==> src/rtl/fetch_decode_queue_if.sv <==
// Purpose : fetch-to-decode bundle: fetch push side, flush/stall controls, decode output side.
// Latency : none; wires only.
// Backpres: fetchReady_o gates the push side; stall_i holds the decode side.
// Ports   : master = fetch/decode environment, slave = fetch_decode_queue.
interface fetch_decode_queue_if #(
   parameter int addressWidth            = 64,
   parameter int instructionWidth        = 32,
   parameter int PidSize                 = 20,
   parameter int TidSize                 = 16,
   parameter int instructionCounterWidth = 64,
   parameter int queueIndexWidth         = 2
);
   // fetch side
   logic                               fetchEnable_i;
   logic [0:instructionWidth-1]        fetchInstruction_i;   // bit 0 is the MSB
   logic [addressWidth-1:0]            fetchAddress_i;
   logic [PidSize-1:0]                 fetchPid_i;
   logic [TidSize-1:0]                 fetchTid_i;
   logic                               fetchReady_o;
   // pipeline control
   logic                               flush_i;
   logic                               stall_i;
   // decode side
   logic                               enable_o;
   logic [0:instructionWidth-1]        instruction_o;
   logic [addressWidth-1:0]            instructionAddress_o;
   logic [PidSize-1:0]                 instructionPid_o;
   logic [TidSize-1:0]                 instructionTid_o;
   logic [instructionCounterWidth-1:0] instructionMajId_o;
   logic [queueIndexWidth:0]           occupancy_o;

   modport master (
      output fetchEnable_i, fetchInstruction_i, fetchAddress_i, fetchPid_i, fetchTid_i,
      output flush_i, stall_i,
      input  fetchReady_o, enable_o, instruction_o, instructionAddress_o,
      input  instructionPid_o, instructionTid_o, instructionMajId_o, occupancy_o
   );

   modport slave (
      input  fetchEnable_i, fetchInstruction_i, fetchAddress_i, fetchPid_i, fetchTid_i,
      input  flush_i, stall_i,
      output fetchReady_o, enable_o, instruction_o, instructionAddress_o,
      output instructionPid_o, instructionTid_o, instructionMajId_o, occupancy_o
   );
endinterface

==> src/rtl/fetch_decode_queue.sv <==
// Purpose : instruction queue between fetch and decode format scan; stamps each accepted word with a major ID.
// Latency : a word pushed at edge N into an empty, unstalled queue is presented (enable_o=1) after edge N+1.
// Backpres: fetchReady_o drops when every entry is occupied (no push-on-full); stall_i freezes the output register.
// Ports   : clock_i, reset_i (synchronous, active-high) and bus (slave modport): fetch push side with
//           fetchReady_o, flush_i/stall_i controls, registered decode bundle and occupancy_o.
module fetch_decode_queue #(
   parameter int addressWidth            = 64,
   parameter int instructionWidth        = 32,
   parameter int PidSize                 = 20,
   parameter int TidSize                 = 16,
   parameter int instructionCounterWidth = 64,
   parameter int queueDepth              = 4,
   parameter int queueIndexWidth         = 2
) (
   input  logic                 clock_i,
   input  logic                 reset_i,
   fetch_decode_queue_if.slave  bus
);

   typedef struct packed {
      logic [0:instructionWidth-1]        word;
      logic [addressWidth-1:0]            addr;
      logic [PidSize-1:0]                 pid;
      logic [TidSize-1:0]                 tid;
      logic [instructionCounterWidth-1:0] maj_id;
   } entry_t;

   localparam logic [queueIndexWidth:0] DEPTH = (queueIndexWidth+1)'(queueDepth);

   entry_t                             mem_q [queueDepth];
   entry_t                             mem_d [queueDepth];
   logic [queueIndexWidth-1:0]         wr_ptr_q, wr_ptr_d;
   logic [queueIndexWidth-1:0]         rd_ptr_q, rd_ptr_d;
   logic [queueIndexWidth:0]           count_q, count_d;
   logic [instructionCounterWidth-1:0] maj_id_q, maj_id_d;
   logic                               enable_q, enable_d;
   entry_t                             out_q, out_d;

   logic fetch_ready;
   logic push;
   logic pop;

   always_comb begin
      // Readiness looks only at the stored count, so a full queue refuses a push even when it pops.
      fetch_ready = !reset_i && (count_q < DEPTH);
      push        = bus.fetchEnable_i && fetch_ready && !bus.flush_i;
      pop         = !bus.flush_i && !bus.stall_i && (count_q != '0);

      mem_d    = mem_q;
      wr_ptr_d = wr_ptr_q;
      rd_ptr_d = rd_ptr_q;
      count_d  = count_q;
      maj_id_d = maj_id_q;
      enable_d = enable_q;
      out_d    = out_q;

      if (push) begin
         mem_d[wr_ptr_q] = '{word:   bus.fetchInstruction_i,
                             addr:   bus.fetchAddress_i,
                             pid:    bus.fetchPid_i,
                             tid:    bus.fetchTid_i,
                             maj_id: maj_id_q};
         wr_ptr_d = wr_ptr_q + queueIndexWidth'(1);
         maj_id_d = maj_id_q + instructionCounterWidth'(1);
      end

      // Without a stall the output register either takes the head or goes idle with data held.
      if (!bus.stall_i) begin
         enable_d = pop;
      end
      if (pop) begin
         out_d    = mem_q[rd_ptr_q];
         rd_ptr_d = rd_ptr_q + queueIndexWidth'(1);
      end

      unique case ({push, pop})
         2'b10:   count_d = count_q + (queueIndexWidth+1)'(1);
         2'b01:   count_d = count_q - (queueIndexWidth+1)'(1);
         default: count_d = count_q;
      endcase

      // Flush wins over everything, but leaves data outputs and the ID counter alone so IDs stay unique.
      if (bus.flush_i) begin
         wr_ptr_d = '0;
         rd_ptr_d = '0;
         count_d  = '0;
         enable_d = 1'b0;
      end
   end

   always_ff @(posedge clock_i) begin
      if (reset_i) begin
         for (int i = 0; i < queueDepth; i++) begin
            mem_q[i] <= '0;
         end
         wr_ptr_q <= '0;
         rd_ptr_q <= '0;
         count_q  <= '0;
         maj_id_q <= '0;
         enable_q <= 1'b0;
         out_q    <= '0;
      end else begin
         mem_q    <= mem_d;
         wr_ptr_q <= wr_ptr_d;
         rd_ptr_q <= rd_ptr_d;
         count_q  <= count_d;
         maj_id_q <= maj_id_d;
         enable_q <= enable_d;
         out_q    <= out_d;
      end
   end

   assign bus.fetchReady_o         = fetch_ready;
   assign bus.enable_o             = enable_q;
   assign bus.instruction_o        = out_q.word;
   assign bus.instructionAddress_o = out_q.addr;
   assign bus.instructionPid_o     = out_q.pid;
   assign bus.instructionTid_o     = out_q.tid;
   assign bus.instructionMajId_o   = out_q.maj_id;
   assign bus.occupancy_o          = count_q;

endmodule

==> src/flat_wrapper.sv <==
// flat-port wrapper written by rule: the top's interface ports become plain ports
module fetch_decode_queue_flat 
#(
   parameter int addressWidth            = 64,
   parameter int instructionWidth        = 32,
   parameter int PidSize                 = 20,
   parameter int TidSize                 = 16,
   parameter int instructionCounterWidth = 64,
   parameter int queueDepth              = 4,
   parameter int queueIndexWidth         = 2
)
  (clock_i, reset_i, bus_fetchEnable_i, bus_fetchInstruction_i, bus_fetchAddress_i, bus_fetchPid_i, bus_fetchTid_i, bus_flush_i, bus_stall_i, bus_fetchReady_o, bus_enable_o, bus_instruction_o, bus_instructionAddress_o, bus_instructionPid_o, bus_instructionTid_o, bus_instructionMajId_o, bus_occupancy_o);
  fetch_decode_queue_if #(.addressWidth(addressWidth), .instructionWidth(instructionWidth), .PidSize(PidSize), .TidSize(TidSize), .instructionCounterWidth(instructionCounterWidth), .queueIndexWidth(queueIndexWidth)) bus_i ();
  input  logic clock_i;
  input  logic reset_i;
  input wire logic [$bits(bus_i.fetchEnable_i)-1:0] bus_fetchEnable_i;
  input wire logic [$bits(bus_i.fetchInstruction_i)-1:0] bus_fetchInstruction_i;
  input wire logic [$bits(bus_i.fetchAddress_i)-1:0] bus_fetchAddress_i;
  input wire logic [$bits(bus_i.fetchPid_i)-1:0] bus_fetchPid_i;
  input wire logic [$bits(bus_i.fetchTid_i)-1:0] bus_fetchTid_i;
  input wire logic [$bits(bus_i.flush_i)-1:0] bus_flush_i;
  input wire logic [$bits(bus_i.stall_i)-1:0] bus_stall_i;
  output wire logic [$bits(bus_i.fetchReady_o)-1:0] bus_fetchReady_o;
  output wire logic [$bits(bus_i.enable_o)-1:0] bus_enable_o;
  output wire logic [$bits(bus_i.instruction_o)-1:0] bus_instruction_o;
  output wire logic [$bits(bus_i.instructionAddress_o)-1:0] bus_instructionAddress_o;
  output wire logic [$bits(bus_i.instructionPid_o)-1:0] bus_instructionPid_o;
  output wire logic [$bits(bus_i.instructionTid_o)-1:0] bus_instructionTid_o;
  output wire logic [$bits(bus_i.instructionMajId_o)-1:0] bus_instructionMajId_o;
  output wire logic [$bits(bus_i.occupancy_o)-1:0] bus_occupancy_o;
  assign bus_i.fetchEnable_i = bus_fetchEnable_i;
  assign bus_i.fetchInstruction_i = bus_fetchInstruction_i;
  assign bus_i.fetchAddress_i = bus_fetchAddress_i;
  assign bus_i.fetchPid_i = bus_fetchPid_i;
  assign bus_i.fetchTid_i = bus_fetchTid_i;
  assign bus_i.flush_i = bus_flush_i;
  assign bus_i.stall_i = bus_stall_i;
  assign bus_fetchReady_o = bus_i.fetchReady_o;
  assign bus_enable_o = bus_i.enable_o;
  assign bus_instruction_o = bus_i.instruction_o;
  assign bus_instructionAddress_o = bus_i.instructionAddress_o;
  assign bus_instructionPid_o = bus_i.instructionPid_o;
  assign bus_instructionTid_o = bus_i.instructionTid_o;
  assign bus_instructionMajId_o = bus_i.instructionMajId_o;
  assign bus_occupancy_o = bus_i.occupancy_o;
  fetch_decode_queue #(.addressWidth(addressWidth), .instructionWidth(instructionWidth), .PidSize(PidSize), .TidSize(TidSize), .instructionCounterWidth(instructionCounterWidth), .queueDepth(queueDepth), .queueIndexWidth(queueIndexWidth)) u_core (.clock_i(clock_i), .reset_i(reset_i), .bus(bus_i));
endmodule
==> config.mk <==
export PLATFORM = sky130hd
export DESIGN_NAME = fetch_decode_queue_flat
export DESIGN_NICKNAME = d
export VERILOG_FILES = /design/src/rtl/fetch_decode_queue_if.sv /design/src/rtl/fetch_decode_queue.sv /design/src/flat_wrapper.sv
export SDC_FILE = /design/constraint.sdc
export NUM_CORES = 2
export LEC_CHECK = 0
export BUFFER_PORTS_ARGS = -buffer_cell sky130_fd_sc_hd__buf_2
export CORE_MARGIN = 2
export CORE_UTILIZATION = 50
export CTS_CLUSTER_DIAMETER = 50
export DETAILED_ROUTE_END_ITERATION = 16
export PLACE_DENSITY = 0.7
export SLEW_MARGIN = 15
export SYNTH_ARGS = -nofsm -noshare
export SYNTH_HDL_FRONTEND = slang
export SYNTH_SLANG_ARGS = --single-unit
==> constraint.sdc <==
create_clock -name clock_i -period 2.8 [get_ports clock_i]
set_input_delay 0.14 -clock clock_i [delete_from_list [all_inputs] [get_ports clock_i]]
set_output_delay 0.14 -clock clock_i [all_outputs]
set_load 0.02 [all_outputs]
==> results.yml <==
timing:
  rsz0062_at_grt: "false"
  setup_viol: 0
  finalHoldViolCount: 0
  tightest_slew_ns: 1.15
  min_period_over_period: 0.932
  skew_ns: 0.0187
  max_freq_mhz: 383
  post-route-min-period_ns: 2.61
  slew_headroom: 0.232
  slew_violations: 0
  fin_setup_tns_ns: 0
power:
  ir_drop_uv: 489
  power_mw: 32.4
  leakage_nw: 16.8
  powerDensity_mw_per_mm2: 654
placed_design:
  port_buffers: 337
  hpwlAfterDp_mm: 62.7
  placed_cells: 6015
  gp_congestion: 0.813
worst_setup_path:
  crit_fanout: 11
  crit_arrival_ns: 3.20
  worst-setup-path-type: "reg -> reg"
  cp.required_ns: 3.39
  cp-end-kind: "flop"
  max_stage_delay_ns: 0.47
  reg2regPathDepth: 7
  critPathSlowestCell: "nor4_2"
  startpoint_type: "flop"
  worstPathCellList: "nor4b_4, inv_1, nor4_2, buf_4, nand4_1, or3_1, a21oi_1"
grt:
  grt_util_all_layers: 0.265
  grt_pass1_wl_mm: 185
  grt_start_max_net_pins: 246
  antenna_found_initial: 9
  grt_remaining_overflow: 0
  grt_pass1_vias: 34074
layout:
  multi_input_area_mm2: 0.0188
  synthToLayoutAreaGrowth_pct: 19.5
  nNetsFinal: 5346
  final-seq-area_mm2: 0.0211
  fin_cells: 6386
  fillers: 7066
  final_common_cell: "nand2_1"
  final_cell_mix: "nand2_1 (1981), dfxtp_1 (1050), a21oi_1 (1014), buf_2 (336), mux4_2 (196)"
  final_layout_size_suffix_gt1_frac: 0.158
detailed_routing:
  dr.pass1.iters: 5
  num_vias: 35342
  drc: 0
  wl_mm: 116
  vias_per_cell: 5.53
  drt_first_iter_violations: 2692
  routedWlPerCell_um: 18.1
  detail-route-antenna-nets: 0
yosys:
  synth_edf_count: 0
  yosysWarnings: 0
  synthCells: 4956
  syn_avg_cell_area_um2: 8.36
  ys_ff_latch: 1052
  synthesis.nets: 5100
  seq_area_frac_synth: 0.508
  yosys.area.top_type: "dfxtp_1"
  yosys.area.top_type_share: 0.508
  synth.area.top_cells: "dfxtp_1 (51%), nand2_1 (18%), a21oi_1 (12%)"
  async_flop_share: 0
  synth_area_mm2: 0.0414
  ys.flop_type: "dfxtp_1"
  ys_types: 38
die:
  start_util: 0.505
  die_w_um: 292
  ios: 338
  die_area_mm2: 0.0852
  core_area_mm2: 0.0821
  die_y_um: 292
  row_count: 105
clock_tree:
  clk_latency_ns: 0.68
  cts_buffers: 119
  cts_tree: "yes"
  clk_path_buf_depth: 3
  cts_sinks: 1052
  cts_root_buf: "clkbuf_16"
  htree_levels: 3
  path_clk_slew_ns: 0.06
  post_cts_buffers: 0
hold_path:
  min_path_type: "in -> reg"
  min_delay_path_depth: 4
run_status:
  status: "completed"
job:
  max_cap_violations: 0
==> registers in the layout, summed over array words and instances, names as in the netlist <==
| signal | count |
|---|---|
| u_core.mem_q | 784 |
| u_core.bus.instructionAddress_o | 64 |
| u_core.bus.instructionMajId_o | 64 |
| u_core.maj_id_q | 64 |
| u_core.bus.instruction_o | 32 |
| u_core.bus.instructionPid_o | 20 |
| u_core.bus.instructionTid_o | 16 |
| u_core.bus.occupancy_o | 3 |
| u_core.rd_ptr_q | 2 |
| u_core.wr_ptr_q | 2 |
| u_core.bus.enable_o | 1 |
==> worst max-delay path: cells and delay by family (launching register included) <==
kind	cells	cell delay, ns
and+or+nand+nor	4	1.45
buffers and inverters	2	0.50
AOI/OAI and AO/OA	1	0.19
DFF	1	0.38
==> per-layer routing <==
layer / vias up / track usage / routed length, µm
met5: - / 0 / 24
met4: 4 / 0.0832 / 2550
met3: 175 / 0.0527 / 7830
met2: 1049 / 0.441 / 55700
met1: 17081 / 0.347 / 49500
li1: 17033 / - / -
==> cells in the mapped netlist (all sizes together), types with 16 or more instances <==
library cell  instances
a21oi              1014
buf                  57
clkbuf              366
dfxtp              1052
mux4                196
nand2              1985
nand3                34
nand4                24
nor2                 53
o21ai                18
or3                  18
xnor2                16
xor2                 22
==> path summary, 6_finish.rpt <==
path / start / to / slack (ns)
min: bus_fetchEnable_i / u_core.wr_ptr_q[0] / 0.1
max reg2reg: u_core.bus.occupancy_o[2] / u_core.maj_id_q[57] / 0.19
max: u_core.bus.occupancy_o[2] / u_core.maj_id_q[57] / 0.19
min reg2reg: u_core.bus.instructionMajId_o[45] / u_core.bus.instructionMajId_o[45] / 0.45
==> what timing repair did <==
action	4_1_cts	5_1_grt
gates resized for setup	0	2
hold buffers	136	0
hold endpoints to repair	537	0
endpoints found under the setup margin	0	2
==> area by class of cell <==
type	instances	share of cell area
Antenna cell	9	0.000455
Clock buffer	169	0.0706
Clock inverter	57	0.0142
Inverter	14	0.00116
Multi-Input combinational cell	3467	0.379
Sequential cell	1052	0.425
Tap cell	1070	0.0270
Timing Repair Buffer	548	0.0822
==> through the flow <==
| stage | util | worst slack [ns] | area [µm²] | hold WS (ns) |
|---|---|---|---|---|
| 2_1_floorplan | - | 0.0189 | 41400 | 0.276 |
| 3_3_place_gp | 0.535 | 0.185 | 43900 | 0.414 |
| 3_5_place_dp | 0.535 | 0.107 | 43900 | 0.414 |
| 4_1_cts | 0.603 | 0.0898 | 49500 | 0.0149 |
| 5_1_grt | 0.603 | 0.0225 | 49500 | 0.0405 |
| 6_report | 0.603 | 0.191 | 49500 | 0.0957 |
==> power breakdown <==
group | switching, mW | internal, mW | leakage [nW]
logic | 0.657 | 0.372 | 6.24
registers | 0.0456 | 15.1 | 8.48
clock network | 6.46 | 9.80 | 2.06
==> logic make-up after synthesis <==
kind of cell             after synthesis  synth area share
buffers and inverters                437            0.0402
AND/OR/NAND/NOR                     2181             0.208
XOR/XNOR                              38           0.00803
adder cells (fa/ha/maj)                7           0.00230
AO/OA/AOI/OAI                       1045             0.127
flip-flops                          1052             0.508
multiplexers                         196             0.107
Power figures use the tool's default switching activity.
